`src/rtl/fifo_wptr_full_ext.sv`:
```
`default_nettype none
// ============================================================================
//  Module   : fifo_wptr_full_ext
//  Purpose  : Write-domain pointer and status logic for an asynchronous FIFO.
//             Keeps the binary write pointer and a registered Gray copy for
//             the CDC path. Derives full, fill level and almost-full from the
//             synchronised Gray read pointer.
//  Ports    : WCLK, WRSTn (sync, active-low)   - clock / reset
//             WINC                             - write request
//             WQ2_RPTR   [PTR_W]               - Gray read ptr, in WCLK domain
//             WAFULL_LVL [PTR_W]               - almost-full threshold (words)
//             WOVF_CLR                         - clears sticky overflow
//             WADDR      [ADDR_W]              - RAM write address
//             WPTR       [PTR_W]               - registered Gray write ptr
//             WFULL, WAFULL                    - registered full / almost-full
//             WLEVEL     [PTR_W]               - registered fill level
//             WOVF                             - sticky overflow flag
//  Macro    : FIFO_WR_OVF_EN - builds the WOVF register and WOVF_CLR logic;
//             without it WOVF is tied low.
//  Revision : 1.0 - initial release
// ============================================================================
module fifo_wptr_full_ext #(
    parameter int DEPTH  = 16,
    parameter int ADDR_W = $clog2(DEPTH),
    parameter int PTR_W  = ADDR_W + 1
) (
    input  logic              WCLK,
    input  logic              WRSTn,
    input  logic              WINC,
    input  logic [PTR_W-1:0]  WQ2_RPTR,
    input  logic [PTR_W-1:0]  WAFULL_LVL,
    input  logic              WOVF_CLR,
    output logic [ADDR_W-1:0] WADDR,
    output logic [PTR_W-1:0]  WPTR,
    output logic              WFULL,
    output logic              WAFULL,
    output logic [PTR_W-1:0]  WLEVEL,
    output logic              WOVF
);

    logic [PTR_W-1:0] wbin_q,   wbin_d;
    logic [PTR_W-1:0] wptr_q,   wptr_d;
    logic [PTR_W-1:0] wlevel_q, wlevel_d;
    logic             wfull_q,  wfull_d;
    logic             wafull_q, wafull_d;

    logic             w_wr_ok;
    logic [PTR_W-1:0] w_rbin;

    // Gray-to-binary: each binary bit is the XOR of all Gray bits at or above it.
    always_comb begin
        w_rbin = '0;
        w_rbin[PTR_W-1] = WQ2_RPTR[PTR_W-1];
        for (int i = PTR_W - 2; i >= 0; i--) begin
            w_rbin[i] = w_rbin[i+1] ^ WQ2_RPTR[i];
        end
    end

    always_comb begin
        w_wr_ok  = WINC & ~wfull_q;
        wbin_d   = wbin_q + PTR_W'(w_wr_ok);
        wptr_d   = wbin_d ^ (wbin_d >> 1);
        wlevel_d = wbin_d - w_rbin;
        // Full when the next write pointer sits exactly one lap ahead of the
        // read pointer: in Gray code that is the top two bits inverted.
        wfull_d  = (wptr_d == {~WQ2_RPTR[PTR_W-1:PTR_W-2], WQ2_RPTR[PTR_W-3:0]});
        wafull_d = (wlevel_d >= WAFULL_LVL);
    end

    always_ff @(posedge WCLK) begin
        if (!WRSTn) begin
            wbin_q   <= '0;
            wptr_q   <= '0;
            wlevel_q <= '0;
            wfull_q  <= 1'b0;
            wafull_q <= 1'b0;
        end else begin
            wbin_q   <= wbin_d;
            wptr_q   <= wptr_d;
            wlevel_q <= wlevel_d;
            wfull_q  <= wfull_d;
            wafull_q <= wafull_d;
        end
    end

    assign WADDR  = wbin_q[ADDR_W-1:0];
    assign WPTR   = wptr_q;
    assign WFULL  = wfull_q;
    assign WAFULL = wafull_q;
    assign WLEVEL = wlevel_q;

`ifdef FIFO_WR_OVF_EN
    logic wovf_q, wovf_d;

    // A rejected write sets the flag; it beats a simultaneous clear.
    always_comb begin
        wovf_d = (WINC & wfull_q) | (wovf_q & ~WOVF_CLR);
    end

    always_ff @(posedge WCLK) begin
        if (!WRSTn) begin
            wovf_q <= 1'b0;
        end else begin
            wovf_q <= wovf_d;
        end
    end

    assign WOVF = wovf_q;
`else
    logic w_unused_ovf_clr;
    assign w_unused_ovf_clr = WOVF_CLR;
    assign WOVF = 1'b0;
`endif

endmodule
`default_nettype wire

```
`config.mk`:
```
export PLATFORM = sky130hd
export DESIGN_NAME = fifo_wptr_full_ext
export DESIGN_NICKNAME = d
export VERILOG_FILES = /design/src/rtl/fifo_wptr_full_ext.sv
export SDC_FILE = /design/constraint.sdc
export NUM_CORES = 1
export LEC_CHECK = 0
export CAP_MARGIN = 25
export CORE_UTILIZATION = 40
export CTS_CLUSTER_DIAMETER = 50
export CTS_CLUSTER_SIZE = 20
export DETAILED_ROUTE_END_ITERATION = 8
export PLACE_DENSITY = 0.72
export SKIP_CTS_REPAIR_TIMING = 1
export SLEW_MARGIN = 20
export SYNTH_ARGS = -nofsm -noshare
export SYNTH_HDL_FRONTEND = slang
export SYNTH_SLANG_ARGS = --single-unit
```
`constraint.sdc`:
```
create_clock -name WCLK -period 3.5 [get_ports WCLK]
set_input_delay 1.05 -clock WCLK [delete_from_list [all_inputs] [get_ports WCLK]]
set_output_delay 1.05 -clock WCLK [all_outputs]
set_load 0.03 [all_outputs]
```
==> results of run 1 <==
-- cells by family after synthesis --
group / Yosys count / share of synthesized area, %
other cells: 1 / 0.415
simple gates: 26 / 14.1
xor+xnor: 18 / 19.1
compound gates: 10 / 7.20
flops: 16 / 35.5
buf+inv: 14 / 6.23
fa+ha+maj: 12 / 17.5
-- registers in the layout (all words and copies together) (netlist names) --
name,count
WLEVEL,5
WAFULL,1
WPTR,4
wbin_q,5
WFULL,1
-- per-layer routing --
layer,GRT usage (%),vias to the layer above
li1,-,393
met1,18.5,352
met5,0,-
met2,30.2,32
met3,2.47,2
met4,5.71,0
-- final timing paths --
| path | slack [ps] | endpoint | cells past startpoint | start |
|---|---|---|---|---|
| setup / recovery | 150 | WAFULL$_SDFF_PN0_ | 12 | WINC |
| hold / removal | 660 | wbin_q[0]$_SDFF_PN0_ | 3 | wbin_q[0]$_SDFF_PN0_ |
| setup reg to reg | 1080 | WAFULL$_SDFF_PN0_ | 12 | WFULL$_SDFF_PN0_ |
| hold reg to reg | 660 | wbin_q[0]$_SDFF_PN0_ | 3 | wbin_q[0]$_SDFF_PN0_ |
-- worst register-to-register path: stages (launching register included) --
cell,delay (ps)
dfxtp_1,340
nor2b_1,60
ha_1,200
ha_1,290
inv_1,80
fa_2,400
inv_1,70
a21o_1,130
a21oi_2,60
xnor2_1,220
ha_1,260
o21ai_0,150
a21oi_1,60
-- layout by cell type, fill, tap and decap left out, drive strengths merged, types with 2 or more instances in the layout --
master         netlist  final
inv                 12     12
dfxtp               16     16
clkdlybuf4s50        0     25
ha                  11     11
a21oi                5      5
nor2b                2      2
buf                  1     15
a21o                 2      2
nand3                3      3
and2                 4      4
nor2                11     11
xor2                 8      8
o21ai                2      2
xnor2               10     10
clkbuf               1      3
dlymetal6s2s         0      3
-- power groups by stage --
stage               registers, mW  logic, mW  clock network (mW)
detailed placement          0.218      0.275                   0
global placement            0.216      0.269                   0
finish                      0.213      0.294              0.0952
global route                0.216      0.323               0.105
floorplan                   0.265      0.127                   0
CTS                         0.213      0.277              0.0971
-- per-stage QoR --
step	area (um2)	setup slack, ps	util, %	TNS, ps	power (mW)
2_1_floorplan	903	148	-	0	0.392
3_3_place_gp	1290	-532	63.1	-701	0.485
3_5_place_dp	1290	-603	63.1	-871	0.493
4_1_cts	1310	-313	64.2	-313	0.588
5_1_grt	1380	29.7	67.6	0	0.644
6_report	1380	152	67.6	0	0.603
-- final cells by class --
| cell class | count | share of cell area (%) |
|---|---|---|
| clock buffer | 3 | 1.63 |
| sequential | 16 | 23.2 |
| multi-input combinational | 67 | 40.4 |
| timing repair buffer | 43 | 29.0 |
| tap | 27 | 2.45 |
| inverter | 12 | 3.26 |
-- synthesized netlist by cell type, drive strengths merged --
cell,instances
a2111oi,1
a21o,2
a21oi,5
and2,4
and3,1
buf,1
clkbuf,1
conb,1
dfxtp,16
fa,1
ha,11
inv,12
nand2,1
nand2b,1
nand3,3
nor2,11
nor2b,2
nor3,1
o21ai,2
or2,1
or3,1
xnor2,10
xor2,8
==> flow_summary.toml, run 1 <==
[status]
outcome = "completed"

[cells_and_area]
fin_nets = 169
antenna_cells = 0
syn2layout_area_growth_pct = 52.8
ff_latch_area_um2 = 320
final_cells = 168
fill_cells = 165
multi_input_area_um2 = 558
drive_gt1_share_pct = 19.9

[clock_tree]
clk_pin_slew_ps = 90
h-tree-depth = 1
cts_tree = "yes"
clockBufferDepth = 2
cts_made_buffers = 3
cts_sinks = 16
clock_latency_ps = 280
cts-root-buf = "clkbuf_4"

[worst_setup_path]
critical_path_buf_inv_count = 2
slowest_stage = "clkdlybuf4s50_1"
critPathRequiredTime_ps = 3670
cp-start-kind = "input port"
worst-path-max-fanout = 2
critical_path_class = "input port to register"
critPathCaptureType = "register"
crit_chain = "clkdlybuf4s50_1, nor2b_1, ha_1, ha_1, xor2_2, ha_1, buf_4, xnor2_1, ha_1, nor2b_1, o21ai_0, a21oi_1"
cp_common_cell = "ha_1"
cp.arrival_ps = 3520
max_stage_delay_ps = 460
path_delay_family = "adder cells"

[power_and_ir_drop]
pwr-share-comb_pct = 48.9
internal-power_mw = 0.391
pwr-share-clk_pct = 15.8
cellLeakagePower_nw = 0.657
power.switching_mw = 0.211
pwr_density_cell_nw_per_um2 = 437
sw_frac_of_total_pct = 35.1
peakVddDrop_v = 0.000250
seqPwrFrac_pct = 35.3

[floorplanning]
fp-row-count = 16
dieHeight_um = 49.5
die_w_um = 49.5
ios = 31
start_util_pct = 44.2
fp.coreArea_um2 = 2040
die_area_um2 = 2450

[drt]
wirelength_met1_um = 776
wl_met3_um = 115
drt_iter0_markers = 11
route.met2.wl_um = 965
vias = 779
detail_route.wl_per_cell_um = 11.1
top_layer = "met4"
antenna_left = 0
wl_um = 1870
first_pass_iters = 4
viasPerCell = 4.64
route.detailed.drc = 0

[sta]
setup_viol = 0
fmax_mhz = 299
rsz0062_at_grt = "false"
hold_violations = 0
fin_crit_sh_pct = 95.7
hold_slack_ps = 665
fin_worst_skew_ps = 5.26
drv_slew = 0
period_minus_slack_ps = 3350

[grt]
antenna_found_initial = 0
grt_pass1_vias = 784
grt_overflow = 0
grt_pass1_wl_um = 3050
grtUsageTotal_pct = 16.3
grt_max_degree = 12

[place]
place_inst = 161
port_buffers = 28
place_hpwl_um = 1470
place.gp.congestion = 0.729

[logic_synthesis]
synth_area_leader_cell = "dfxtp_1"
syn-num-nets = 123
synth_cell_types = 24
yosysSeqAreaShare_pct = 35.5
syn_area_per_cell_um2 = 9.31
netlist_area_um2 = 903
synth-seq-cells = 16
synth_top_area_share_pct = 35.5
ys_warn_count = 0
synth_cells = 97
ys_top_cells_by_area = "dfxtp_1, ha_1, xnor2_1"

[worst_hold_path]
hold_class = "register to register"

[flow_run]
cap_violations = 0
Power figures use the tool's default switching activity.
==> run 2: changes to the inputs <==
SETUP_SLACK_MARGIN = 0.2   (was not set)
SLEW_MARGIN = 15   (was 20)
==> run 2 against run 1 <==
Effect of this change: sequential cell count stayed put; total power up 11%; combinational power rose by 15%; worst hold slack improved by 26 ps; global-route usage shrank 0.59 points; core utilization up 4.7 points.
==> flow_summary.toml, run 2 (synthesis results as in run 1) <==
[sta]
fmax_mhz = 305
hold_violations = 0
fin_crit_sh_pct = 93.7
setup_tns_ps = 0
period_minus_slack_ps = 3280
hold_slack_ps = 691
worst_slack_ps = 222
setup_viol = 0
drv_slew = 0
fin_worst_skew_ps = 4.25
rsz0062_at_grt = "true"

[power_and_ir_drop]
pwr_density_cell_nw_per_um2 = 455
total_power_mw = 0.671
cellLeakagePower_nw = 0.692
peakVddDrop_v = 0.000392

[clock_tree]
h-tree-depth = 1
clock_latency_ps = 280
clk_pin_slew_ps = 90
clockBufferDepth = 2
cts_sinks = 16
cts_tree = "yes"
cts-root-buf = "clkbuf_4"
cts_made_buffers = 3

[worst_setup_path]
critPathRequiredTime_ps = 3670
cp.arrival_ps = 3450
critical_path_class = "input port to register"
path_delay_family = "XOR/XNOR gates"
critPathCaptureType = "register"
crit_chain = "buf_8, xnor2_4, xor2_2, xor2_2, xnor2_2, ha_4, fa_2, inv_1, a21o_1, a21oi_2, xnor2_1, ha_1, o21ai_1, a21oi_1"
cp_common_cell = "xor2_2"
critical_path_buf_inv_count = 2
slowest_stage = "fa_2"
worst-path-max-fanout = 3
ff2ff_path_depth = 11
cp_num_cells = 14
max_stage_delay_ps = 410
cp-start-kind = "input port"

[place]
dp_slack_ps = -521
place_hpwl_um = 1340
place.gp.congestion = 0.755
placed_area_um2 = 1310
port_buffers = 28
place_inst = 162

[drt]
detail_route.wl_per_cell_um = 10.9
route.detailed.drc = 0
antenna_left = 0
vias = 746
wl_um = 1870
viasPerCell = 4.34
first_pass_iters = 4
drt_iter0_markers = 4

[grt]
grt_pass1_wl_um = 2980
antenna_found_initial = 0
grtUsageTotal_pct = 15.7
grt_pass1_vias = 732
grt_overflow = 0
grt_max_degree = 12

[floorplanning]
start_util_pct = 44.2
ios = 31
fp.coreArea_um2 = 2040
die_area_um2 = 2450
fp-row-count = 16
dieHeight_um = 49.5
die_w_um = 49.5

[cells_and_area]
layout_commonest_cell = "clkdlybuf4s50_1"
antenna_cells = 0
drive_gt1_share_pct = 29.0
fin_nets = 172
final_cells = 172
fin_area_um2 = 1480
syn2layout_area_growth_pct = 63.3
fin_util_pct = 72.2
final_cell_mix = "clkdlybuf4s50_1, buf_4, dfxtp_1"

[worst_hold_path]
hold_class = "register to register"
min_path_cells = 3

[flow_run]
cap_violations = 0

[status]
outcome = "completed"
[run 2: power breakdown]
part | internal, mW | switching [mW] | total (mW)
Sequential | 0.206 | 0.00688 | 0.212
Combinational | 0.174 | 0.166 | 0.339
Clock | 0.0632 | 0.0561 | 0.119
[run 2: path summary, 6_finish.rpt]
path	startpoint	endpoint	slack (ps)
max	WQ2_RPTR[3]	WAFULL$_SDFF_PN0_	220
min	wbin_q[0]$_SDFF_PN0_	wbin_q[0]$_SDFF_PN0_	690
max reg2reg	WFULL$_SDFF_PN0_	WAFULL$_SDFF_PN0_	1140
min reg2reg	wbin_q[0]$_SDFF_PN0_	wbin_q[0]$_SDFF_PN0_	690
[run 2: final cells by class]
type / instances / area, um2
Clock buffer: 4 / 36.3
Sequential cell: 16 / 320
Tap cell: 27 / 33.8
Multi-Input combinational cell: 67 / 613
Inverter: 12 / 45.0
Timing Repair Buffer: 46 / 427
Fill cell: 155 / 567
[run 2: routing by layer]
metal | share of wire [%] | vias to the layer above | routed length, um | GRT usage, %
li1 | - | 399 | - | -
met1 | 43 | 327 | 803 | 19.8
met2 | 53 | 20 | 986 | 26.8
met3 | 4.4 | 0 | 82 | 3.09
met4 | 0 | 0 | 0 | 4.29
met5 | 0 | - | 0 | 0
[run 2: worst reg2reg max path, stage by stage (launching register included)]
cell and delay [ps]:
dfxtp_1 330, nor2b_2 110, ha_2 190, ha_2 270, buf_4 150, ha_1 280, a21o_1 160, a21oi_2 180
xnor2_2 140, ha_1 270, o21ai_1 100, a21oi_1 80
==> run 3: changes to the inputs <==
PLACE_DENSITY = 0.81   (was 0.72)
==> run 3 against run 2 <==
Effect of this change: clock-buffer cell count is 1 lower; clock power down 21%; total power fell by 2.5%; via count increased by 2.7%; critical path depth is 1 lower; non-clock buffer count shrank 2; register-to-register slack better by 70 ps; die area unchanged; clock skew shrank 0.97 ps; fmax grew 2.2%; cell area decreased by 1.4%; sequential power is essentially flat.
==> flow_summary.toml, run 3 (synthesis results as in run 1) <==
[floorplanning]
fp-row-count = 16
dieHeight_um = 49.5
fp.coreArea_um2 = 2040
die_w_um = 49.5
ios = 31
start_util_pct = 44.2
die_area_um2 = 2450

[power_and_ir_drop]
peakVddDrop_v = 0.000352
total_power_mw = 0.655
cellLeakagePower_nw = 0.661
pwr_density_cell_nw_per_um2 = 450

[worst_setup_path]
cp-startpoint = "WINC"
worst-path-max-fanout = 2
rr_startpoint = "WFULL$_SDFF_PN0_"
path_delay_family = "adder cells"
critical_path_buf_inv_count = 3
critical_path_class = "input port to register"
critPathRequiredTime_ps = 3680
slowest_stage = "clkdlybuf4s50_1"
cp.arrival_ps = 3390
critPathCaptureType = "register"
max_stage_delay_ps = 400
cp-start-kind = "input port"
crit_chain = "clkdlybuf4s50_1, nor2b_2, ha_2, inv_2, ha_4, fa_2, inv_1, a21o_1, a21oi_2, xnor2_2, ha_1, o21ai_1, a21oi_1"

[place]
place_inst = 163
place_hpwl_um = 1410
place.gp.congestion = 0.810
port_buffers = 28
placed_area_um2 = 1310

[worst_hold_path]
hold_class = "register to register"
min-delay-start = "wbin_q[0]$_SDFF_PN0_"

[sta]
fin_worst_skew_ps = 3.28
setup_tns_ps = 0
setup_viol = 0
fmax_mhz = 312
drv_slew = 0
rsz0062_at_grt = "false"
hold_violations = 0
period_minus_slack_ps = 3210
fin_crit_sh_pct = 91.7

[clock_tree]
h-tree-depth = 1
clock_latency_ps = 280
clockBufferDepth = 2
cts_tree = "yes"
clk_pin_slew_ps = 90
cts-root-buf = "clkbuf_4"
cts_sinks = 16
cts_made_buffers = 3

[drt]
viasPerCell = 4.53
wl_um = 1910
vias = 766
antenna_left = 0
detail_route.wl_per_cell_um = 11.3
route.detailed.drc = 0
first_pass_iters = 4
drt_iter0_markers = 3

[cells_and_area]
fin_util_pct = 71.2
syn2layout_area_growth_pct = 60.9
antenna_cells = 0
fin_nets = 170
final_cell_mix = "clkdlybuf4s50_1, dfxtp_1, buf_4"
fin_area_um2 = 1450
layout_commonest_cell = "clkdlybuf4s50_1"
drive_gt1_share_pct = 29.6
final_cells = 169

[status]
outcome = "completed"

[grt]
antenna_found_initial = 0
grtUsageTotal_pct = 16.5
grt_max_degree = 12
grt_overflow = 0
grt_pass1_vias = 768
grt_pass1_wl_um = 3080

[flow_run]
cap_violations = 0
-- run 3: area by class of cell --
cell class,count,area (um2)
inverters,12,45.0
clock buffers,3,22.5
well taps,27,33.8
multi-input cells,67,639
repair buffers,44,393
fillers,145,588
flip-flops and latches,16,320
-- run 3: layer usage --
| metal | vias up | routed length [um] | track usage, % |
|---|---|---|---|
| li1 | 395 | - | - |
| met4 | 0 | 0 | 5.71 |
| met1 | 349 | 857 | 19.3 |
| met3 | 0 | 75 | 3.70 |
| met5 | - | 0 | 0 |
| met2 | 22 | 976 | 29.3 |
-- run 3: path summary, 6_finish.rpt --
check                    endpoint  slack [ps]  cells after the start
max             WAFULL$_SDFF_PN0_         290                     13
min          wbin_q[0]$_SDFF_PN0_         700                      3
max reg2reg     WAFULL$_SDFF_PN0_        1210                     12
min reg2reg  wbin_q[0]$_SDFF_PN0_         700                      3
-- run 3: per-stage QoR --
stage | hold slack [ps] | setup WS (ps)
after CTS | 684 | -179
final | 699 | 292
after detailed placement | 662 | -462
after global routing | 764 | 173
after global placement | 642 | -420
after floorplan | 763 | 221
-- run 3: report_power, final --
group	leakage, nW	switching [mW]	total, mW	internal, mW
clock network	0.0138	0.0545	0.0944	0.0399
logic	0.516	0.169	0.346	0.178
registers	0.131	0.00837	0.214	0.206
total	0.661	0.232	0.655	0.423
-- run 3: worst min-delay path: stages, from the launching register on --
cell	delay, ps
dfxtp_1	350
ha_2	180
inv_2	50
nor2_1	90
